<file path="config.mk">
export PLATFORM = sky130hd
export DESIGN_NAME = cdiv_seq
export DESIGN_NICKNAME = d
export VERILOG_FILES = /design/src/rtl/cdiv_pkg.sv /design/src/rtl/cdiv_iter_div.sv /design/src/rtl/cdiv_seq.sv
export SDC_FILE = /design/constraint.sdc
export NUM_CORES = 1
export LEC_CHECK = 0
export CORE_ASPECT_RATIO = 1.5
export CORE_MARGIN = 10
export CORE_UTILIZATION = 52
export DETAILED_ROUTE_END_ITERATION = 10
export PLACE_DENSITY = 0.76
export SYNTH_ARGS = -nofsm -noshare
export SYNTH_HDL_FRONTEND = slang
export SYNTH_SLANG_ARGS = --single-unit
</file>
<file path="constraint.sdc">
create_clock -name clk -period 13.9 [get_ports clk]
set_input_delay 2.78 -clock clk [delete_from_list [all_inputs] [get_ports clk]]
set_output_delay 2.78 -clock clk [all_outputs]
set_load 0.01 [all_outputs]
</file>
<file path="src/rtl/cdiv_pkg.sv">
// ============================================================================
// Module      : cdiv_pkg
// Description : Shared constants, types and helpers for the cdiv_seq complex
//               divider (sign-magnitude component and complex-word formats).
// Revision    : 1.0 - initial release
// ============================================================================
`default_nettype none

package cdiv_pkg;

  localparam int MAG_W    = 4;
  localparam int DIV_BITS = 2 * MAG_W + 1;
  localparam int W        = 2 * (MAG_W + 1);
  localparam int SW       = DIV_BITS + 2;

  typedef struct packed {
    logic             sign;
    logic [MAG_W-1:0] mag;
  } comp_t;

  typedef struct packed {
    comp_t re;
    comp_t im;
  } cword_t;

  typedef enum logic [2:0] {
    ST_IDLE   = 3'd0,
    ST_PREP   = 3'd1,
    ST_DIV_RE = 3'd2,
    ST_DIV_IM = 3'd3,
    ST_DONE   = 3'd4
  } state_t;

  // Negative zero collapses to 0 here because the magnitude drives the value.
  function automatic logic signed [SW-1:0] to_signed(comp_t c);
    logic signed [SW-1:0] m;
    m = $signed({{(SW-MAG_W){1'b0}}, c.mag});
    return c.sign ? -m : m;
  endfunction

  function automatic logic [DIV_BITS-1:0] abs_mag(logic signed [SW-1:0] v);
    logic signed [SW-1:0] t;
    t = v[SW-1] ? -v : v;
    return DIV_BITS'(t);
  endfunction

  function automatic comp_t make_comp(logic neg, logic [MAG_W-1:0] mag);
    comp_t r;
    r.sign = neg & (|mag);
    r.mag  = mag;
    return r;
  endfunction

endpackage

`default_nettype wire

</file>
<file path="src/rtl/cdiv_iter_div.sv">
// ============================================================================
// Module      : cdiv_iter_div
// Description : Iterative restoring divider, one quotient bit per step (MSB
//               first). mag reports the result after the current step.
//               Macro CDIV_ROUND_EN: round half away from zero.
// Revision    : 1.0 - initial release
// ============================================================================
`default_nettype none

module cdiv_iter_div
  import cdiv_pkg::*;
(
  input  logic                clk,
  input  logic                rst_n,
  input  logic                load,
  input  logic                step,
  input  logic [DIV_BITS-1:0] num,
  input  logic [DIV_BITS-1:0] den,
  output logic [MAG_W-1:0]    mag
);

  logic [DIV_BITS-1:0] rem_q, rem_d;
  logic [DIV_BITS-1:0] quo_q, quo_d;
  logic [DIV_BITS:0]   shifted;
  logic                ge;
  logic [DIV_BITS-1:0] rem_nxt;
  logic [DIV_BITS-1:0] quo_nxt;

  always_comb begin
    shifted = {rem_q, quo_q[DIV_BITS-1]};
    ge      = shifted >= {1'b0, den};
    // When ge, shifted - den < den, so the low bits alone are exact.
    rem_nxt = ge ? (shifted[DIV_BITS-1:0] - den) : shifted[DIV_BITS-1:0];
    quo_nxt = {quo_q[DIV_BITS-2:0], ge};

    rem_d = rem_q;
    quo_d = quo_q;
    if (load) begin
      rem_d = '0;
      quo_d = num;
    end else if (step) begin
      rem_d = rem_nxt;
      quo_d = quo_nxt;
    end
  end

`ifdef CDIV_ROUND_EN
  logic round_up;
  always_comb begin
    round_up = {rem_nxt, 1'b0} >= {1'b0, den};
    mag      = quo_nxt[MAG_W-1:0] + {{(MAG_W-1){1'b0}}, round_up};
  end
`else
  always_comb begin
    mag = quo_nxt[MAG_W-1:0];
  end
`endif

  always_ff @(posedge clk or negedge rst_n) begin
    if (!rst_n) begin
      rem_q <= '0;
      quo_q <= '0;
    end else begin
      rem_q <= rem_d;
      quo_q <= quo_d;
    end
  end

endmodule

`default_nettype wire

</file>
<file path="src/rtl/cdiv_seq.sv">
// ============================================================================
// Module      : cdiv_seq
// Description : Sequential sign-magnitude complex divider q = z1 / z2 with a
//               start/done handshake; one shared divider serves re then im.
//               Macro CDIV_ROUND_EN: round half away from zero.
// Revision    : 1.0 - initial release
// ============================================================================
`default_nettype none

module cdiv_seq
  import cdiv_pkg::*;
(
  input  logic         clk,
  input  logic         rst_n,
  input  logic         start,
  input  logic [W-1:0] dividend,
  input  logic [W-1:0] divisor,
  output logic         busy,
  output logic         done,
  output logic [W-1:0] quotient,
  output logic         div_by_zero
);

  localparam logic [3:0] CNT_LAST = 4'(DIV_BITS - 1);

  state_t              state_q, state_d;
  cword_t              z1_q, z1_d, z2_q, z2_d;
  logic [DIV_BITS-1:0] den_q, den_d;
  logic [DIV_BITS-1:0] im_mag_q, im_mag_d;
  logic                re_neg_q, re_neg_d, im_neg_q, im_neg_d;
  logic                dz_q, dz_d;
  comp_t               re_q, re_d;
  logic [3:0]          cnt_q, cnt_d;
  logic                busy_q, busy_d, done_q, done_d, dbz_q, dbz_d;
  cword_t              quotient_q, quotient_d;

  logic signed [SW-1:0] num_re, num_im;
  logic [DIV_BITS-1:0]  den_c;
  logic                 div_load, div_step;
  logic [DIV_BITS-1:0]  div_num;
  logic [MAG_W-1:0]     div_mag;

  cdiv_iter_div u_div (
    .clk   (clk),
    .rst_n (rst_n),
    .load  (div_load),
    .step  (div_step),
    .num   (div_num),
    .den   (den_q),
    .mag   (div_mag)
  );

  always_comb begin
    num_re = to_signed(z1_q.re) * to_signed(z2_q.re) + to_signed(z1_q.im) * to_signed(z2_q.im);
    num_im = to_signed(z1_q.im) * to_signed(z2_q.re) - to_signed(z1_q.re) * to_signed(z2_q.im);
    den_c  = DIV_BITS'(z2_q.re.mag) * DIV_BITS'(z2_q.re.mag)
           + DIV_BITS'(z2_q.im.mag) * DIV_BITS'(z2_q.im.mag);

    state_d    = state_q;
    z1_d       = z1_q;
    z2_d       = z2_q;
    den_d      = den_q;
    im_mag_d   = im_mag_q;
    re_neg_d   = re_neg_q;
    im_neg_d   = im_neg_q;
    dz_d       = dz_q;
    re_d       = re_q;
    cnt_d      = cnt_q;
    busy_d     = busy_q;
    done_d     = 1'b0;
    dbz_d      = dbz_q;
    quotient_d = quotient_q;
    div_load   = 1'b0;
    div_step   = 1'b0;
    div_num    = '0;

    case (state_q)
      ST_IDLE, ST_DONE: begin
        if (start) begin
          z1_d    = cword_t'(dividend);
          z2_d    = cword_t'(divisor);
          busy_d  = 1'b1;
          state_d = ST_PREP;
        end else begin
          state_d = ST_IDLE;
        end
      end
      ST_PREP: begin
        den_d    = den_c;
        dz_d     = (den_c == '0);
        re_neg_d = num_re[SW-1];
        im_neg_d = num_im[SW-1];
        im_mag_d = abs_mag(num_im);
        div_load = 1'b1;
        div_num  = abs_mag(num_re);
        cnt_d    = '0;
        state_d  = ST_DIV_RE;
      end
      ST_DIV_RE: begin
        // A zero divisor leaves after a single DIV_RE cycle.
        if (dz_q) begin
          quotient_d = '0;
          dbz_d      = 1'b1;
          done_d     = 1'b1;
          busy_d     = 1'b0;
          state_d    = ST_DONE;
        end else begin
          div_step = 1'b1;
          cnt_d    = cnt_q + 4'd1;
          if (cnt_q == CNT_LAST) begin
            re_d     = make_comp(re_neg_q, div_mag);
            div_load = 1'b1;
            div_num  = im_mag_q;
            cnt_d    = '0;
            state_d  = ST_DIV_IM;
          end
        end
      end
      ST_DIV_IM: begin
        div_step = 1'b1;
        cnt_d    = cnt_q + 4'd1;
        if (cnt_q == CNT_LAST) begin
          quotient_d = {re_q, make_comp(im_neg_q, div_mag)};
          dbz_d      = 1'b0;
          done_d     = 1'b1;
          busy_d     = 1'b0;
          state_d    = ST_DONE;
        end
      end
      default: begin
        busy_d  = 1'b0;
        state_d = ST_IDLE;
      end
    endcase
  end

  always_ff @(posedge clk or negedge rst_n) begin
    if (!rst_n) begin
      state_q    <= ST_IDLE;
      z1_q       <= '0;
      z2_q       <= '0;
      den_q      <= '0;
      im_mag_q   <= '0;
      re_neg_q   <= 1'b0;
      im_neg_q   <= 1'b0;
      dz_q       <= 1'b0;
      re_q       <= '0;
      cnt_q      <= '0;
      busy_q     <= 1'b0;
      done_q     <= 1'b0;
      dbz_q      <= 1'b0;
      quotient_q <= '0;
    end else begin
      state_q    <= state_d;
      z1_q       <= z1_d;
      z2_q       <= z2_d;
      den_q      <= den_d;
      im_mag_q   <= im_mag_d;
      re_neg_q   <= re_neg_d;
      im_neg_q   <= im_neg_d;
      dz_q       <= dz_d;
      re_q       <= re_d;
      cnt_q      <= cnt_d;
      busy_q     <= busy_d;
      done_q     <= done_d;
      dbz_q      <= dbz_d;
      quotient_q <= quotient_d;
    end
  end

  assign busy        = busy_q;
  assign done        = done_q;
  assign quotient    = quotient_q;
  assign div_by_zero = dbz_q;

endmodule

`default_nettype wire

</file>
==> run metrics, run 1 <==
largest net degree at the start of global routing=85; unique cell type count in the Yosys netlist=63; CTS Buf Count=9; post-synthesis register bit count=84; placer congestion estimate=0.987; Post-Synth Adder-Cell Area=41.7%; WL final=30900 um; Post-synth EDFFs=0; Resize count post-CTS=0; Clk pin slew, worst setup/hold paths=0.08 ns; worst slack, placed=5.31 ns; syn avg cell area=8.90 sq um; First-pass DRT Iterations=5; Yosys top cell area share=25.8%; clock root buffer=clkbuf_16; drt initial violations=572; cts hold-fix bufs=0; Initial Util=53.0%; synth top area cells=fa_1, dfrtp_1, ha_1; Syn Std Cell Area=12600 sq um; post-synthesis simple-gate area fraction=14.3%; post-CTS setup buffer count=0; RSZ-0062 raised after global routing=no; outcome=finished, final reports clean; Avg WL per Cell=17.7 um; Setup Skew=0.00826 ns; Worst setup SP type=flip-flop; warnings from Yosys=0; antenna violations before repair=0; CTS max path bufs=2; Tightest Pin Transition=1.08 ns; Layout area overhead=7.42%; syn nets=1758; HP Class=flip-flop to flip-flop; post-synthesis compound-gate area fraction=7.80%; final number of setup-violating endpoints=0; via/cell ratio=5.44; final hold slack=0.480 ns; top-count cell post-synth=inv_1; top post-synthesis cells by count=inv_1, nand2_1, fa_1; DRT antenna net count=0; Worst path max stage delay=0.83 ns; # port buffers=35; Worst Path Required=14.13 ns; Hold Fails Final Rpt=0; Setup Total Neg Slack=0 ns; Layout Nets=1769; post-synthesis mux area share=2.18%; share of layout cells above drive strength 1=4.20%; largest family of logic cells by synthesized area=adder cells; fraction of registers with async set/reset=100%; Relative slew margins=28.2%; CP Class=flip-flop to flip-flop; CTS H-tree depth=3; Worst setup EP type=flip-flop; crit-path cells=inv_1, ha_1, inv_1, o31ai_1, nor2_1, fa_1, inv_1, fa_1, fa_1, fa_1, fa_1, fa_1, fa_1, xnor2_1, xnor2_1, xnor2_1, xnor2_1, xnor3_1, xnor3_1, xor2_1, nor4_1, or3_1; Max-cap violations=0; CP Data Arrival Time=8.90 ns; DRC=0; Final HPWL DP=26000 um; Core Area=23700 sq um; XOR/XNOR Fraction of Synth Area=7.14%; Synth area leader=fa_1; final worst-path cycle share=62.4%; clock sink count=84; first-pass GRT wire length=51200 um; register area share after synthesis=16.7%; Final Util=56.9%; gr ovfl total=0; CP most frequent cell=fa_1; total I/O pin count=36; fin worst setup slack=5.23 ns; Synth Flop Type=dfrtp_1; final-report max-slew violation count=0; cell row count=69; Die Y=210 um; die area=30900 sq um; GRT Total Usage=20.6%; CP Max Fanout=14; CTS tree=built; FMAX=115 MHz; ANT cells=0; slowest stage cell, crit path=xor2_1; worst skew pair latency=0.35 ns; post-synthesis instance total=1413; Period minus WS final=8.67 ns; Die Wd=147 um; via count=9508; vias in the first global route=10281
-- worst max-delay path: cells and delay by family, from the launching register on --
family | cells | cell delay, ns
adder cells (fa/ha/maj) | 8 | 3.83
XOR/XNOR | 7 | 2.04
AO/OA/AOI/OAI | 1 | 0.77
AND/OR/NAND/NOR | 3 | 0.72
buffers and inverters | 3 | 0.60
flip-flops | 1 | 0.56
-- placed cells by master (no fill, tap or decap), drive strengths merged, types with 8 or more instances in the layout --
cell and instances:
a21o 11, a21oi 20, a31oi 10, and2 8
buf 12, clkbuf 9, clkdlybuf4s50 34, dfrtp 84
fa 162, ha 160, inv 288, mux2 10
mux2i 15, nand2 186, nand2b 11, nand3 13
nor2 130, nor2b 12, nor3 10, o21ai 66
xnor2 60, xnor3 8, xor2 19
-- final timing paths --
kind,from,to,slack (ns),cells past startpoint
min in group asynchronous,rst_n,u_div.rem_q[5],2.62,1
setup / recovery,z2_q[5],u_div.quo_q[8],5.23,22
setup reg to reg,z2_q[5],u_div.quo_q[8],5.23,22
hold / removal,div_by_zero,div_by_zero,0.48,2
hold reg to reg,div_by_zero,div_by_zero,0.48,2
max in group asynchronous,rst_n,u_div.quo_q[0],10.58,1
-- cells by family after synthesis --
family / after synthesis
flops: 84
xor+xnor: 87
buf+inv: 330
simple gates: 412
mux: 25
fa+ha+maj: 322
compound gates: 153
-- layer usage --
layer	global-route usage, %	wire, um
met1	20.8	11100
met2	39.5	16500
met3	3.00	1360
met4	11.6	2020
met5	0	0
-- flip-flops by register name, summed over array words and instances, names as in the netlist, 3 cells and up --
| signal | flops |
|---|---|
| den_q | 9 |
| u_div.rem_q | 9 |
| quotient | 10 |
| state_q | 3 |
| re_q | 5 |
| z1_q | 10 |
| z2_q | 10 |
| im_mag_q | 9 |
| cnt_q | 4 |
| u_div.quo_q | 9 |
-- layout make-up --
class | instances | area, sq um
fill | 2139 | 10200
multi-input combinational | 999 | 9210
sequential | 84 | 2100
inverter | 284 | 1070
timing repair buffer | 46 | 430
tap | 319 | 399
clock buffer | 9 | 225
clock inverter | 7 | 76.3
-- metrics by stage --
step	area, sq um	cells
2_1_floorplan	12600	1413
3_3_place_gp	13200	1732
3_5_place_dp	13200	1732
4_1_cts	13500	1748
5_1_grt	13500	1748
6_report	13500	1748
Power of run 1 is not shown: default switching activity piles up to over one toggle a cycle in this logic, so the estimate is an artifact.
==> run 2, diff against run 1 <==
--- a/config.mk
+++ b/config.mk
@@ -9,7 +9,7 @@
 export CORE_MARGIN = 10
 export CORE_UTILIZATION = 52
 export DETAILED_ROUTE_END_ITERATION = 10
-export PLACE_DENSITY = 0.76
+export PLACE_DENSITY = 0.79
 export SYNTH_ARGS = -nofsm -noshare
 export SYNTH_HDL_FRONTEND = slang
 export SYNTH_SLANG_ARGS = --single-unit
==> constraint.sdc (replaced) <==
create_clock -name clk -period 7.3 [get_ports clk]
set_input_delay 1.46 -clock clk [delete_from_list [all_inputs] [get_ports clk]]
set_output_delay 1.46 -clock clk [all_outputs]
set_load 0.01 [all_outputs]
==> run 2 against run 1 <==
Sequential share of layout area decreased by 0.53 points. Fmax increased by 23%. Count of clock-buffer cells in the layout increased by 1. Critical path depth unchanged. Critical endpoint unchanged. Die area unchanged. Routed wire length increased by 4.4%. Cell count increased by 3.4%. Via count increased by 2.0%.
==> run metrics, run 2 (same netlist as run 1, synthesis figures left out) <==
CTS H-tree depth=3; Setup Skew=0.0152 ns; Final Util=59.2%; Worst setup SP type=flip-flop; drt initial violations=616; CP Max Fanout=10; FMAX=142 MHz; worst skew pair latency=0.36 ns; register area=2110 sq um; most frequent cells in the layout=inv_1, nand2_1, fa_1, ha_1, nor2_1; fin worst setup slack=0.260 ns; Clk pin slew, worst setup/hold paths=0.07 ns; DRC=0; placer congestion estimate=1.00; Layout area overhead=11.6%; GRT Total Usage=21.8%; Die Y=210 um; CP Class=flip-flop to flip-flop; worst slack, placed=0.129 ns; final number of setup-violating endpoints=0; first-pass GRT wire length=53800 um; Setup Total Neg Slack=0 ns; # port buffers=35; CTS tree=built; vias in the first global route=10778; Relative slew margins=25.9%; Max-cap violations=0; Worst Path Required=7.54 ns; Core Area=23700 sq um; commonest non-fill, non-tap cell in the layout=inv_1; Hold Fails Final Rpt=0; multi-input logic area=9290 sq um; crit-path cells=buf_4, o41ai_1, buf_4, nor2_1, fa_1, inv_1, fa_1, fa_1, fa_1, fa_1, fa_1, fa_2, xnor2_2, xnor2_1, xnor2_1, xnor2_1, xnor3_1, xnor3_2, xor2_1, buf_4, and3_1, or3_1; share of layout cells above drive strength 1=9.61%; final cell count without fillers=1807; Die Wd=147 um; CP most frequent cell=fa_1; gr ovfl total=0; Worst setup EP type=flip-flop; Worst path max stage delay=0.55 ns; clock sink count=84; HP Class=flip-flop to flip-flop; via/cell ratio=5.37; CTS max path bufs=2; First-pass DRT Iterations=5; Final HPWL DP=27200 um; total I/O pin count=36; Fillers=2071; CP Data Arrival Time=7.28 ns; final-report max-slew violation count=0; WL final=32300 um; ANT cells=0; die area=30900 sq um; CTS Buf Count=9; Avg WL per Cell=17.9 um; outcome=finished, final reports clean; Period minus WS final=7.04 ns; cell row count=69; largest net degree at the start of global routing=85; antenna violations before repair=0; DRT antenna net count=0; slowest stage cell, crit path=fa_1; clock root buffer=clkbuf_16; final worst-path cycle share=96.4%; Layout Nets=1828; Initial Util=53.0%; Tightest Pin Transition=1.11 ns; dpl cells=1785; via count=9701
[run 2: cell count changes in the layout (fill, tap and decap cells not counted), sizes merged]
| cell | previous run | this run |
|---|---|---|
| clkinv | 3 | 0 |
| clkinvlp | 0 | 2 |
| clkbuf | 9 | 10 |
| buf | 12 | 71 |
[run 2: area by class of cell]
class                   count  area share (%)
well taps                 319            2.84
multi-input cells         999            66.2
clock buffers              10            1.70
repair buffers            105            6.31
flip-flops and latches     84            15.0
clock inverters             6           0.374
inverters                 284            7.59
[run 2: path summary, 6_finish.rpt]
| check | startpoint | to | slack, ns | depth (start not counted) |
|---|---|---|---|---|
| worst max register to register | z2_q[7] | u_div.quo_q[8] | 0.26 | 22 |
| min in group asynchronous | rst_n | u_div.rem_q[5] | 1.27 | 1 |
| worst min register to register | re_q[2] | re_q[2] | 0.48 | 2 |
| worst max-delay path | z2_q[7] | u_div.quo_q[8] | 0.26 | 22 |
| worst min-delay path | re_q[2] | re_q[2] | 0.48 | 2 |
| max in group asynchronous | rst_n | z1_q[0] | 5.21 | 1 |
[run 2: critical path, delay by kind of cell (launching register included)]
kind | cells | cell delay (ns)
AO/OA/AOI/OAI | 1 | 0.39
buffers and inverters | 4 | 0.66
adder cells (fa/ha/maj) | 7 | 3.52
XOR/XNOR | 7 | 1.31
AND/OR/NAND/NOR | 3 | 0.63
flip-flops | 1 | 0.41
[run 2: timing repair]
item | 4_1_cts | 5_1_grt
gates resized for setup | 0 | 27
endpoints found under the hold margin | 0 | 0
setup endpoints to repair | 0 | 16
hold buffers | 0 | 0
setup buffers | 0 | 6
[run 2: metal layers]
| metal | part of all wire [%] | track usage [%] | vias to the layer above |
|---|---|---|---|
| met5 | 0 | 0 | - |
| met4 | 7.9 | 15.0 | 0 |
| met3 | 4.9 | 3.88 | 127 |
| li1 | - | - | 4558 |
| met1 | 34 | 21.6 | 4713 |
| met2 | 53 | 40.3 | 303 |
[run 2: through the flow]
| step | area (sq um) | hold slack, ns |
|---|---|---|
| finish | 14000 | 0.480 |
| global route | 14000 | 0.509 |
| CTS | 13900 | 0.486 |
| detailed placement | 13600 | 0.471 |
| global placement | 13600 | 0.460 |
| floorplan | 12600 | 0.446 |
Power of run 2 is left out for the same reason.
==> run 3, diff against run 2 <==
--- a/config.mk
+++ b/config.mk
@@ -9,7 +9,8 @@
 export CORE_MARGIN = 10
 export CORE_UTILIZATION = 52
 export DETAILED_ROUTE_END_ITERATION = 10
-export PLACE_DENSITY = 0.79
+export PLACE_DENSITY = 0.76
 export SYNTH_ARGS = -nofsm -noshare
 export SYNTH_HDL_FRONTEND = slang
+export SYNTH_HIERARCHICAL = 1
 export SYNTH_SLANG_ARGS = --single-unit
==> constraint.sdc (replaced) <==
create_clock -name clk -period 8.1 [get_ports clk]
set_input_delay 1.62 -clock clk [delete_from_list [all_inputs] [get_ports clk]]
set_output_delay 1.62 -clock clk [all_outputs]
set_load 0.01 [all_outputs]
==> run 3 against run 2 <==
Synthesized area rose by 2.5%. Synthesized cell count rose by 1.6%. Count of clock-buffer cells in the layout fell by 1. Worst hold slack barely moved. Sequential cell count did not move. Sequential share of layout area fell by 0.071 points. Die area rose by 2.2%. Register-to-register slack improved by 0.17 ns. First-iteration DRC count fell by 7.3%. Global-route usage rose by 0.33 points.
==> run metrics, run 3 <==
share of layout cells above drive strength 1=7.82%; Buffers & Inverters on Critical Path=5; most frequent cells in the layout=inv_1, nand2_1, fa_1, ha_1, nor2_1; placer congestion estimate=1.01; final instance area=14100 sq um; Period minus WS final=7.67 ns; via/cell ratio=5.39; Setup Total Neg Slack=0 ns; Die Y=213 um; FMAX=130 MHz; Layout Nets=1823; CTS max path bufs=2; Synth area leader=fa_1; drt initial violations=571; vias in the first global route=10550; top post-synthesis cells by count=inv_1, nand2_1, fa_1; clock root buffer=clkbuf_16; worst skew pair latency=0.37 ns; fraction of registers with async set/reset=100%; DRT antenna net count=0; Post-synth EDFFs=0; final number of setup-violating endpoints=0; HP Class=flip-flop to flip-flop; Final HPWL DP=27600 um; Setup Skew=0.0129 ns; commonest non-fill, non-tap cell in the layout=inv_1; post-synthesis register bit count=84; via count=9731; warnings from Yosys=6; final worst-path cycle share=94.7%; ANT cells=0; final hold slack=0.480 ns; antenna violations before repair=0; outcome=finished, final reports clean; Clk pin slew, worst setup/hold paths=0.07 ns; Core Area=24400 sq um; largest net degree at the start of global routing=66; dpl cells=1788; # port buffers=35; cts hold-fix bufs=0; hold depth=2; FF-to-FF setup slack=0.43 ns; GRT Total Usage=22.1%; first-pass GRT wire length=54600 um; Post-DP Area=13700 sq um; reg2reg path depth=26; Yosys top cell area share=25.1%; Initial Util=52.8%; CTS H-tree depth=3; synth top area cells=fa_1, dfrtp_1, ha_1; Worst path max stage delay=0.57 ns; cell row count=70; Worst setup EP type=flip-flop; Synth Flop Type=dfrtp_1; DRC=0; CP Class=flip-flop to flip-flop; critical path depth=26; top-count cell post-synth=inv_1; Relative slew margins=45.7%; CP Max Fanout=17; WL final=32800 um; Layout area overhead=9.25%; total I/O pin count=36; Hold Fails Final Rpt=0; CP Data Arrival Time=7.95 ns; CTS Buf Count=9; syn nets=1780; unique cell type count in the Yosys netlist=81; Die Wd=149 um; final cell count without fillers=1807; Worst Path Required=8.38 ns; Worst setup SP type=flip-flop; final-report max-slew violation count=0; CTS tree=built; CP most frequent cell=fa_1; Avg WL per Cell=18.2 um; post-synthesis instance total=1435; syn avg cell area=8.99 sq um; Syn Std Cell Area=12900 sq um; Max-cap violations=0; slowest stage cell, crit path=fa_1; die area=31600 sq um; gr ovfl total=0; critical path's top delay family=adder cells; Tightest Pin Transition=0.814 ns; register area share after synthesis=16.3%; clock sink count=84; First-pass DRT Iterations=5
-- run 3: cell count changes after synthesis, sizes merged, moves of 5 or more --
cell,before,now
or3,6,1
mux2,10,4
a31oi,10,5
a311oi,0,7
buf,13,21
inv,284,289
o211ai,0,7
xor2,19,24
o21ai,66,55
a22o,0,10
-- run 3: stage by stage --
step / setup WS (ns) / utilization (%)
floorplan: 0.392 / -
global placement: 0.377 / 56.2
detailed placement: 0.203 / 56.2
CTS: 0.177 / 57.4
global route: -0.0180 / 57.7
finish: 0.430 / 57.7
-- run 3: worst paths after layout --
check | startpoint | endpoint
worst max-delay path | z2_q[6] | u_div/quo_q[6]
worst min-delay path | den_q[6] | den_q[6]
worst max register to register | z2_q[6] | u_div/quo_q[6]
worst min register to register | den_q[6] | den_q[6]
max in group asynchronous | rst_n | z2_q[3]
min in group asynchronous | rst_n | z1_q[6]
-- run 3: worst register-to-register path, cell delays in order, from the launching register on --
cell     delay (ns)
dfrtp_2        0.47
inv_1          0.11
ha_1           0.17
inv_1          0.06
o31ai_1        0.27
buf_4          0.22
nor2_1         0.10
fa_1           0.53
inv_1          0.06
fa_1           0.57
fa_1           0.45
fa_1           0.53
fa_1           0.52
fa_1           0.52
fa_1           0.44
xnor2_1        0.19
xnor2_1        0.17
xnor2_1        0.16
xnor2_1        0.16
xnor3_1        0.34
xnor3_1        0.40
xor2_1         0.17
buf_4          0.20
or4_1          0.52
nand3_1        0.09
nand2_1        0.05
o21ai_0        0.10
-- run 3: layout make-up --
class | instances | area [sq um]
clock buffers | 9 | 225
clock inverters | 7 | 81.3
fillers | 2165 | 10300
inverters | 289 | 1080
multi-input cells | 1009 | 9470
flip-flops and latches | 84 | 2110
well taps | 324 | 405
repair buffers | 85 | 723
-- run 3: kinds of logic after synthesis --
family / synth area share, %
buffers and inverters: 10.6
AO/OA/AOI/OAI: 8.53
XOR/XNOR: 7.76
flip-flops: 16.3
multiplexers: 1.69
AND/OR/NAND/NOR: 14.5
adder cells (fa/ha/maj): 40.7
-- run 3: routing by layer --
metal	wire, um	GRT usage [%]	vias to the layer above
met5	0	0	-
met4	1740	10.6	0
met3	1400	2.86	85
met2	17700	41.4	240
met1	12000	23.8	4838
li1	-	-	4568
-- run 3: what timing repair did --
item                                    CTS  global route
endpoints found under the setup margin    0             7
resized for setup                         0            10
setup buffers                             0             3
Power of run 3 is left out for the same reason.
